<file path="config.mk">
export PLATFORM = sky130hd
export DESIGN_NAME = fifo_sync
export DESIGN_NICKNAME = d
export VERILOG_FILES = /design/src/rtl/fifo_pkg.sv /design/src/rtl/fifo_ptr.sv /design/src/rtl/fifo_sync.sv
export SDC_FILE = /design/constraint.sdc
export NUM_CORES = 1
export LEC_CHECK = 0
export ABC_AREA = 1
export BUFFER_PORTS_ARGS = -buffer_cell sky130_fd_sc_hd__buf_2
export CAP_MARGIN = 15
export CORE_MARGIN = 10
export CORE_UTILIZATION = 55
export DETAILED_ROUTE_END_ITERATION = 10
export HOLD_SLACK_MARGIN = 0.15
export PLACE_DENSITY = 0.79
export SLEW_MARGIN = 0
export SYNTH_ARGS = -nofsm -noshare
export SYNTH_HDL_FRONTEND = slang
export SYNTH_SLANG_ARGS = --single-unit
</file>
<file path="constraint.sdc">
create_clock -name CLK -period 2 [get_ports CLK]
set_input_delay 0.2 -clock CLK [delete_from_list [all_inputs] [get_ports CLK]]
set_output_delay 0.2 -clock CLK [all_outputs]
set_load 0.01 [all_outputs]
</file>
<file path="src/rtl/fifo_pkg.sv">
// rtl/fifo_pkg.sv - shared constants, types and width helper for the synchronous FIFO
// Contents:
//   DEF_*     default parameter values for fifo_sync
//   fifo_op_e accepted-operation code for one clock cycle {push, pop}
//   clog2     ceiling log2, minimum result 1 (used for pointer and count widths)
package fifo_pkg;

    localparam int DEF_DATA_WIDTH = 8;
    localparam int DEF_DEPTH      = 16;
    localparam int DEF_FWFT       = 0;
    localparam int DEF_AE_LEVEL   = 2;

    // Bit 1 = accepted write, bit 0 = accepted read.
    typedef enum logic [1:0] {
        OP_IDLE = 2'b00,
        OP_POP  = 2'b01,
        OP_PUSH = 2'b10,
        OP_BOTH = 2'b11
    } fifo_op_e;

    // Width needed to index 'value' distinct states; never returns 0.
    function automatic int clog2(input int value);
        int width;
        width = 0;
        for (int v = value - 1; v > 0; v = v >> 1) begin
            width = width + 1;
        end
        return (width == 0) ? 1 : width;
    endfunction

endpackage

</file>
<file path="src/rtl/fifo_ptr.sv">
// rtl/fifo_ptr.sv - modulo-DEPTH wrapping pointer
// Ports:
//   clk      rising-edge clock
//   reset    synchronous active-high reset, forces ptr to 0
//   advance  step the pointer by one, wrapping DEPTH-1 -> 0
//   ptr      current pointer value
module fifo_ptr
    import fifo_pkg::*;
#(
    parameter int DEPTH = DEF_DEPTH,
    parameter int PW    = clog2(DEPTH)
) (
    input  logic          clk,
    input  logic          reset,
    input  logic          advance,
    output logic [PW-1:0] ptr
);

    localparam logic [PW-1:0] LAST = PW'(DEPTH - 1);

    // Explicit wrap compare so non-power-of-two depths stay in range.
    always_ff @(posedge clk) begin
        if (reset) begin
            ptr <= '0;
        end else if (advance) begin
            ptr <= (ptr == LAST) ? '0 : ptr + PW'(1);
        end
    end

endmodule

</file>
<file path="src/rtl/fifo_sync.sv">
// rtl/fifo_sync.sv - single-clock FIFO with registered or fall-through read
// Ports:
//   CLK, RST                    clock, synchronous active-high reset
//   W_DATA, WEN                 write word and write request
//   R_DATA, REN                 read word and read (pop) request
//   FULL, EMPTY                 occupancy == DEPTH / == 0
//   ALMOST_FULL, ALMOST_EMPTY   occupancy >= AF_LEVEL / <= AE_LEVEL
//   COUNT                       current occupancy
//   OVERFLOW, UNDERFLOW         sticky: a write hit FULL / a read hit EMPTY
module fifo_sync
    import fifo_pkg::*;
#(
    parameter int DATA_WIDTH = DEF_DATA_WIDTH,
    parameter int DEPTH      = DEF_DEPTH,
    parameter int FWFT       = DEF_FWFT,
    parameter int AF_LEVEL   = DEPTH - 2,
    parameter int AE_LEVEL   = DEF_AE_LEVEL,
    localparam int CW        = clog2(DEPTH + 1)
) (
    input  logic                  CLK,
    input  logic                  RST,
    input  logic [DATA_WIDTH-1:0] W_DATA,
    input  logic                  WEN,
    output logic [DATA_WIDTH-1:0] R_DATA,
    input  logic                  REN,
    output logic                  FULL,
    output logic                  EMPTY,
    output logic                  ALMOST_FULL,
    output logic                  ALMOST_EMPTY,
    output logic [CW-1:0]         COUNT,
    output logic                  OVERFLOW,
    output logic                  UNDERFLOW
);

    localparam int            PW         = clog2(DEPTH);
    localparam logic [CW-1:0] FULL_COUNT = CW'(DEPTH);
    localparam logic [CW-1:0] AF_COUNT   = CW'(AF_LEVEL);
    localparam logic [CW-1:0] AE_COUNT   = CW'(AE_LEVEL);

    logic [DATA_WIDTH-1:0] mem [DEPTH];
    logic [PW-1:0]         wr_ptr;
    logic [PW-1:0]         rd_ptr;
    logic [CW-1:0]         count;
    logic                  wr_accept;
    logic                  rd_accept;
    fifo_op_e              op;

    // Acceptance uses the flags as they stand before the edge, so a pop
    // in the same cycle never makes room for a write to a full FIFO.
    assign wr_accept = WEN && !FULL;
    assign rd_accept = REN && !EMPTY;
    assign op        = fifo_op_e'({wr_accept, rd_accept});

    fifo_ptr #(.DEPTH(DEPTH), .PW(PW)) u_wr_ptr (
        .clk     (CLK),
        .reset   (RST),
        .advance (wr_accept),
        .ptr     (wr_ptr)
    );

    fifo_ptr #(.DEPTH(DEPTH), .PW(PW)) u_rd_ptr (
        .clk     (CLK),
        .reset   (RST),
        .advance (rd_accept),
        .ptr     (rd_ptr)
    );

    always_ff @(posedge CLK) begin
        if (RST) begin
            count <= '0;
        end else begin
            case (op)
                OP_PUSH: count <= count + CW'(1);
                OP_POP:  count <= count - CW'(1);
                default: count <= count;
            endcase
        end
    end

    // Storage is not cleared by reset; the pointers make old words unreachable.
    always_ff @(posedge CLK) begin
        if (!RST && wr_accept) begin
            mem[wr_ptr] <= W_DATA;
        end
    end

    always_ff @(posedge CLK) begin
        if (RST) begin
            OVERFLOW  <= 1'b0;
            UNDERFLOW <= 1'b0;
        end else begin
            if (WEN && FULL) begin
                OVERFLOW <= 1'b1;
            end
            if (REN && EMPTY) begin
                UNDERFLOW <= 1'b1;
            end
        end
    end

    assign COUNT        = count;
    assign FULL         = (count == FULL_COUNT);
    assign EMPTY        = (count == '0);
    assign ALMOST_FULL  = (count >= AF_COUNT);
    assign ALMOST_EMPTY = (count <= AE_COUNT);

    generate
        if (FWFT != 0) begin : g_fwft
            // Head word is visible directly; zero while empty so the output
            // matches the reset value instead of exposing stale storage.
            assign R_DATA = EMPTY ? '0 : mem[rd_ptr];
        end else begin : g_registered
            logic [DATA_WIDTH-1:0] r_data_q;

            always_ff @(posedge CLK) begin
                if (RST) begin
                    r_data_q <= '0;
                end else if (rd_accept) begin
                    r_data_q <= mem[rd_ptr];
                end
            end

            assign R_DATA = r_data_q;
        end
    endgenerate

endmodule

</file>
# Yosys cells after proc, flatten, opt, wreduce, memory -nomap -nowiden
# Memories as Yosys holds them, arrays and structs flattened. A register that Yosys moved wholly into a read port is not among the register bits.
# Index checks and enable logic that the tools add are counted.
# Widths: inputs -> output; s select.
totals:
  memories: 1
  reg_bits: 15
  ramBits: 128
mem_list:
  columns: ["name", "depth", "word_bits", "rd", "rd_ports_with_merged_regs", "wr", "line_no", "text"]
  rows:
  - ["mem", 16, 8, 1, 1, 1, "fifo_sync.sv:40", "logic [DATA_WIDTH-1:0] mem [DEPTH];"]
classes:
  n_reduce_logical: 10
  n_eq_ne: 5
  mux: 5
  n_addsub: 4
  n_lt_le_gt_ge: 2
op_table:
  columns: ["cell", "count"]
  rows:
  - ["$pmux 5 s2", 1]
  - ["$add 4x1->4 const B", 2]
  - ["$eq 4x4->1 const B", 2]
  - ["$mux 4", 2]
  - ["$add 5x1->5 const B", 1]
  - ["$eq 5x5->1 const B", 1]
  - ["$ge 5x4->1 const B", 1]
  - ["$le 5x2->1 const B", 1]
  - ["$logic_and 1x1->1", 5]
  - ["$logic_not 5->1", 1]
  - ["$sub 5x1->5 const B", 1]
  - ["$logic_not 1->1", 3]
  - ["$eq 2x1->1 const B", 1]
  - ["$eq 2x2->1 const B", 1]
  - ["$mux 1", 2]
  - ["$reduce_bool 2->1", 1]

# Longest topological paths before layout
depth:
  depth_word: 6
  depth_mapped: 14

# Cells and area by module
# A second synthesis with hierarchy kept.
hier_totals:
  hier_cells: 695
  area_unflattened_um2: 6698.9
by_module_without_submodules:
  columns: ["mod", "area_each_um2", "cells_each", "n_inst", "seq_area_each_um2"]
  rows:
  - ["fifo_sync", 6308.6, 637, 1, 4144.0]
  - ["fifo_ptr", 195.2, 29, 2, 80.1]

# Worst setup path after synthesis
# Ideal clock, no wire load.
synth_path:
  path_type: "reg2reg"
  startpoint: "reg count[0] (netlist: COUNT[0])"
  endpoint: "reg count[4] (netlist: COUNT[4])"
  slack_ns: -0.147
  setup_ns: 0.113
  t_arrival_ns: 2.035
  path_stages_with_launch: 14
  cell_sequence: "dfxtp_1 nor2_1 nand3_1 nand2_2 inv_1 buf_2 ha_1 fa_1 nand3_1 nand3_1 nand2_1 nand3_1 nor2_1 nor2_1"
synth_via:
  elab_chain_len: 5
synth_rtl:
  columns: ["item", "line_no", "text"]
  rows:
  - ["start, declared", "fifo_sync.sv:43", "logic [CW-1:0] count;"]
  - ["start signal, assigned", "fifo_sync.sv:73", "OP_PUSH: count <= count + CW'(1);"]
  - ["start signal, assigned", "fifo_sync.sv:74", "OP_POP: count <= count - CW'(1);"]
  - ["start signal, assigned", "fifo_sync.sv:75", "default: count <= count;"]
  - ["$logic_not 5->1 (*)", "fifo_sync.sv:103", "assign EMPTY = (count == '0);"]
  - ["$logic_not 1->1 (*)", "fifo_sync.sv:51", "assign rd_accept = REN && !EMPTY;"]
  - ["$logic_and 1x1->1 (*)", "fifo_sync.sv:51", null]
  - ["net rd_accept", "fifo_sync.sv:45", "logic rd_accept;"]
  - ["$eq 2x1->1 / $eq 2x2->1 (equally long branches)", "fifo_sync.sv:72", "case (op)"]
  - ["$pmux 5 s2 / $reduce_bool 2->1 (equally long branches)", null, null]
# The timed path passes the listed nets; every way through them passes the cells marked *.
# A chain may end at the register's enable or synchronous reset.

# Worst setup path in the final report
layout_path:
  startpoint: "reg count[3] (netlist: COUNT[3])"
  endpoint: "reg count[4] (netlist: COUNT[4])"
layout_via:
  elab_chain_len: 5
layout_rtl:
  columns: ["item", "line_no"]
  rows:
  - ["$eq 5x5->1 / $logic_not 5->1 (equally long branches)", "fifo_sync.sv:102, fifo_sync.sv:103"]
  - ["$logic_not 1->1, on equally long branches", "fifo_sync.sv:50, fifo_sync.sv:51"]
  - ["$logic_and 1x1->1, on equally long branches", "fifo_sync.sv:50, fifo_sync.sv:51"]
  - ["$eq 2x1->1 / $eq 2x2->1 (equally long branches)", "fifo_sync.sv:72"]
  - ["$pmux 5 s2 / $reduce_bool 2->1 (equally long branches)", null]
# Parallel ways exist; a longest one is shown, timed or not.

==> reports/qor.yml <==
timing:
  finalSetupViolCount: 0
  worst_slew_pin_slew_ps: 520
  rsz0062_at_grt: "true"
  slew-limit-headroom: 0.653
  skew_ps: 8.71
  period_needed_ps: 1940
  fin_crit_sh: 0.972
  final_hold_viol_count: 0
  drv_slew: 0
  max_freq_ghz: 0.514
  finalSetupTns_ps: 0
worst_setup_path:
  start_kind: "register"
  endpoint_kind: "register"
  cp_max_fo: 4
  worstPathArrival_ps: 2300
  crit_type: "register to register"
  required_ps: 2360
global_routing:
  grt_pass1_wl_um: 24300
  grt_pass1_vias: 4645
  grt_max_degree: 68
  grt_overflow: 0
  antenna_found_initial: 0
  gr-usage-all-layers: 0.192
placed_design:
  io_buffers: 30
  dpl_cell_area_mm2: 0.00701
  gp_congestion: 0.863
  dp_hpwl_um: 9820
layout:
  layout.nets: 740
  multi_input_area_mm2: 0.00179
  final_layout_size_suffix_gt1_frac: 0.144
  area.growth.synth_to_final_pct: 18.5
  final_util: 0.672
  final_cell_area_mm2: 0.00777
  fillCellCount: 866
  insertedDiodeCount: 0
  ff_latch_area_mm2: 0.00431
cts:
  cts_buffers: 17
  clock_sinks: 151
  clock_path_buffers: 2
  cts_root_buffer: "clkbuf_16"
  h-tree-depth: 4
  path_clk_slew_ps: 60
  clk-insertion-delay-late_ps: 430
  cts_tree: "done"
die:
  io_pins: 31
  start_util: 0.567
  coreArea_mm2: 0.0116
  die-area_mm2: 0.0167
  die_h_um: 129
  die_w_um: 129
  num_rows: 39
logic_synthesis:
  yosys-top-cells-area: "edfxtp_1 59%, nand2_1 10%, nand3_1 7.9%, dfxtp_1 7.0%, inv_1 5.8%"
  ys_types: 23
  synth_edf_count: 128
  post_synth_fa_ha_maj_area_fraction: 0.0202
  synth_seq_cells: 151
  async_reset_ff_frac: 0
  synth_xor_area_frac: 0.00401
  ys_top_cells_by_count: "179 x nand2_1, 128 x edfxtp_1, 104 x nand3_1, 101 x inv_1, 35 x nor2_1"
  synth.most_common_cell: "nand2_1"
  synth_mux_area_frac: 0
  synth-simple-area-share: 0.208
  synth.avg_cell_area_um2: 9.93
  synth_top_family_by_area: "simple AND/OR/NAND/NOR gates"
  yosysSeqAreaShare: 0.657
  synth_top_area_frac: 0.586
  yosysTopAreaCell: "edfxtp_1"
  synth_cells: 660
  yosys_warnings: 0
  synth_compound_area_frac: 0.0315
  netlist_area_mm2: 0.00656
  syn_nets: 682
  synth_flop_cell: "edfxtp_1"
drt:
  antenna_left: 0
  wl_per_cell_um: 17.9
  drc: 0
  first_pass_iters: 5
  drt_iter0_drc: 515
  viasPerCell: 5.56
  wl_um: 15600
  dr_total_vias: 4861
job:
  cap_violations: 0
power:
  cellPowerDensity_mw_per_mm2: 1240
  seqPwrFrac: 0.385
  ir_drop_mv: 0.851
  leakagePower_nw: 3.34
  combPwrFrac: 0.263
  pwr-share-clk: 0.351
  intPower_mw: 6.65
  switching_power_mw: 2.97
  p_sw_frac: 0.309
run_status:
  status: "finished clean"
worst_hold_path:
  hold_path_class: "input pin to register"
[layout make-up]
class / instances / area share
clock inverters: 9 / 0.0188
flip-flops and latches: 151 / 0.555
repair buffers: 65 / 0.0612
inverters: 105 / 0.0507
well taps: 143 / 0.0230
clock buffers: 23 / 0.0615
multi-input cells: 378 / 0.230
[final timing paths]
check | to | start | cells after the start | slack [ps]
max | COUNT[4]$_SDFFE_PP0P_ | COUNT[3]$_SDFFE_PP0P_ | 12 | 60
min reg2reg | u_wr_ptr.ptr[0]$_SDFFE_PP0P_ | u_wr_ptr.ptr[0]$_SDFFE_PP0P_ | 2 | 510
min | mem[2][7]$_DFFE_PP_ | W_DATA[7] | 1 | 190
max reg2reg | COUNT[4]$_SDFFE_PP0P_ | COUNT[3]$_SDFFE_PP0P_ | 12 | 60
[registers in the layout, indices dropped and copies added (netlist names)]
name and count:
u_rd_ptr.ptr 4, mem 128, u_wr_ptr.ptr 4, R_DATA 8, COUNT 5, UNDERFLOW 1, OVERFLOW 1
[stage by stage]
stage / setup WS, ps / power, mW / std cells / hold slack [ps]
after floorplan: -6.85 / 5.28 / 660 / 299
after global placement: 101 / 6.00 / 834 / 447
after detailed placement: -10.1 / 6.07 / 834 / 455
after CTS: 2.98 / 9.44 / 871 / 191
after global routing: -56.5 / 10.0 / 874 / 202
final: 55.6 / 9.62 / 874 / 193
[cells in the final DEF (no fill, tap or decap), types with 3 or more instances in the layout]
master / Yosys / final
buf_12: 0 / 4
clkbuf_16: 0 / 17
o21ai_0: 13 / 13
inv_1: 101 / 99
buf_2: 19 / 30
bufinv_16: 0 / 4
clkinv_2: 0 / 3
buf_4: 2 / 26
clkbuf_8: 0 / 3
dfxtp_2: 0 / 4
inv_2: 1 / 3
nand2_1: 179 / 178
nor3_1: 4 / 4
nor2_1: 35 / 33
edfxtp_1: 128 / 128
dfxtp_1: 23 / 19
nand3_1: 104 / 102
clkinv_1: 3 / 4
dlygate4sd3_1: 0 / 5
clkbuf_1: 4 / 3
xor2_1: 3 / 3
a21oi_1: 25 / 24
ha_1: 9 / 7
[power groups by stage]
stage | clock, mW | sequential, mW | combinational [mW]
final | 3.38 | 3.71 | 2.53
after global routing | 3.51 | 3.72 | 2.80
after CTS | 3.38 | 3.69 | 2.37
after detailed placement | 0 | 3.75 | 2.32
after global placement | 0 | 3.74 | 2.26
after floorplan | 0 | 3.81 | 1.47
[per-layer routing]
metal / GRT usage / wire [µm] / up-vias
li1: - / - / 2275
met1: 0.240 / 6340 / 2347
met2: 0.313 / 7720 / 211
met3: 0.0489 / 1250 / 28
met4: 0.0742 / 335 / 0
met5: 0 / 0 / -
[worst max-delay path, cell delays in order, from the launching register on]
cell and delay, ps:
dfxtp_1 390, nor2_4 50, nand3_1 130, nand2_2 100, ha_4 200, ha_1 380
nand3_2 120, nand3_1 80, nand2_1 80, nand3_1 90, nand2_1 70, nand2_1 40
nor2_1 140
[logic make-up after synthesis]
family,count (synthesis)
compound gates,40
xor+xnor,3
fa+ha+maj,10
buf+inv,131
flops,151
simple gates,325
[what timing repair did]
action                                 4_1_cts  5_1_grt
setup endpoints to repair                    2        3
setup buffers                                0        3
pin swaps                                    0        5
gates resized for setup                      1       11
hold buffers                                 5        0
endpoints found under the hold margin        6        0
No activity file was read; power rests on OpenSTA's default activity.
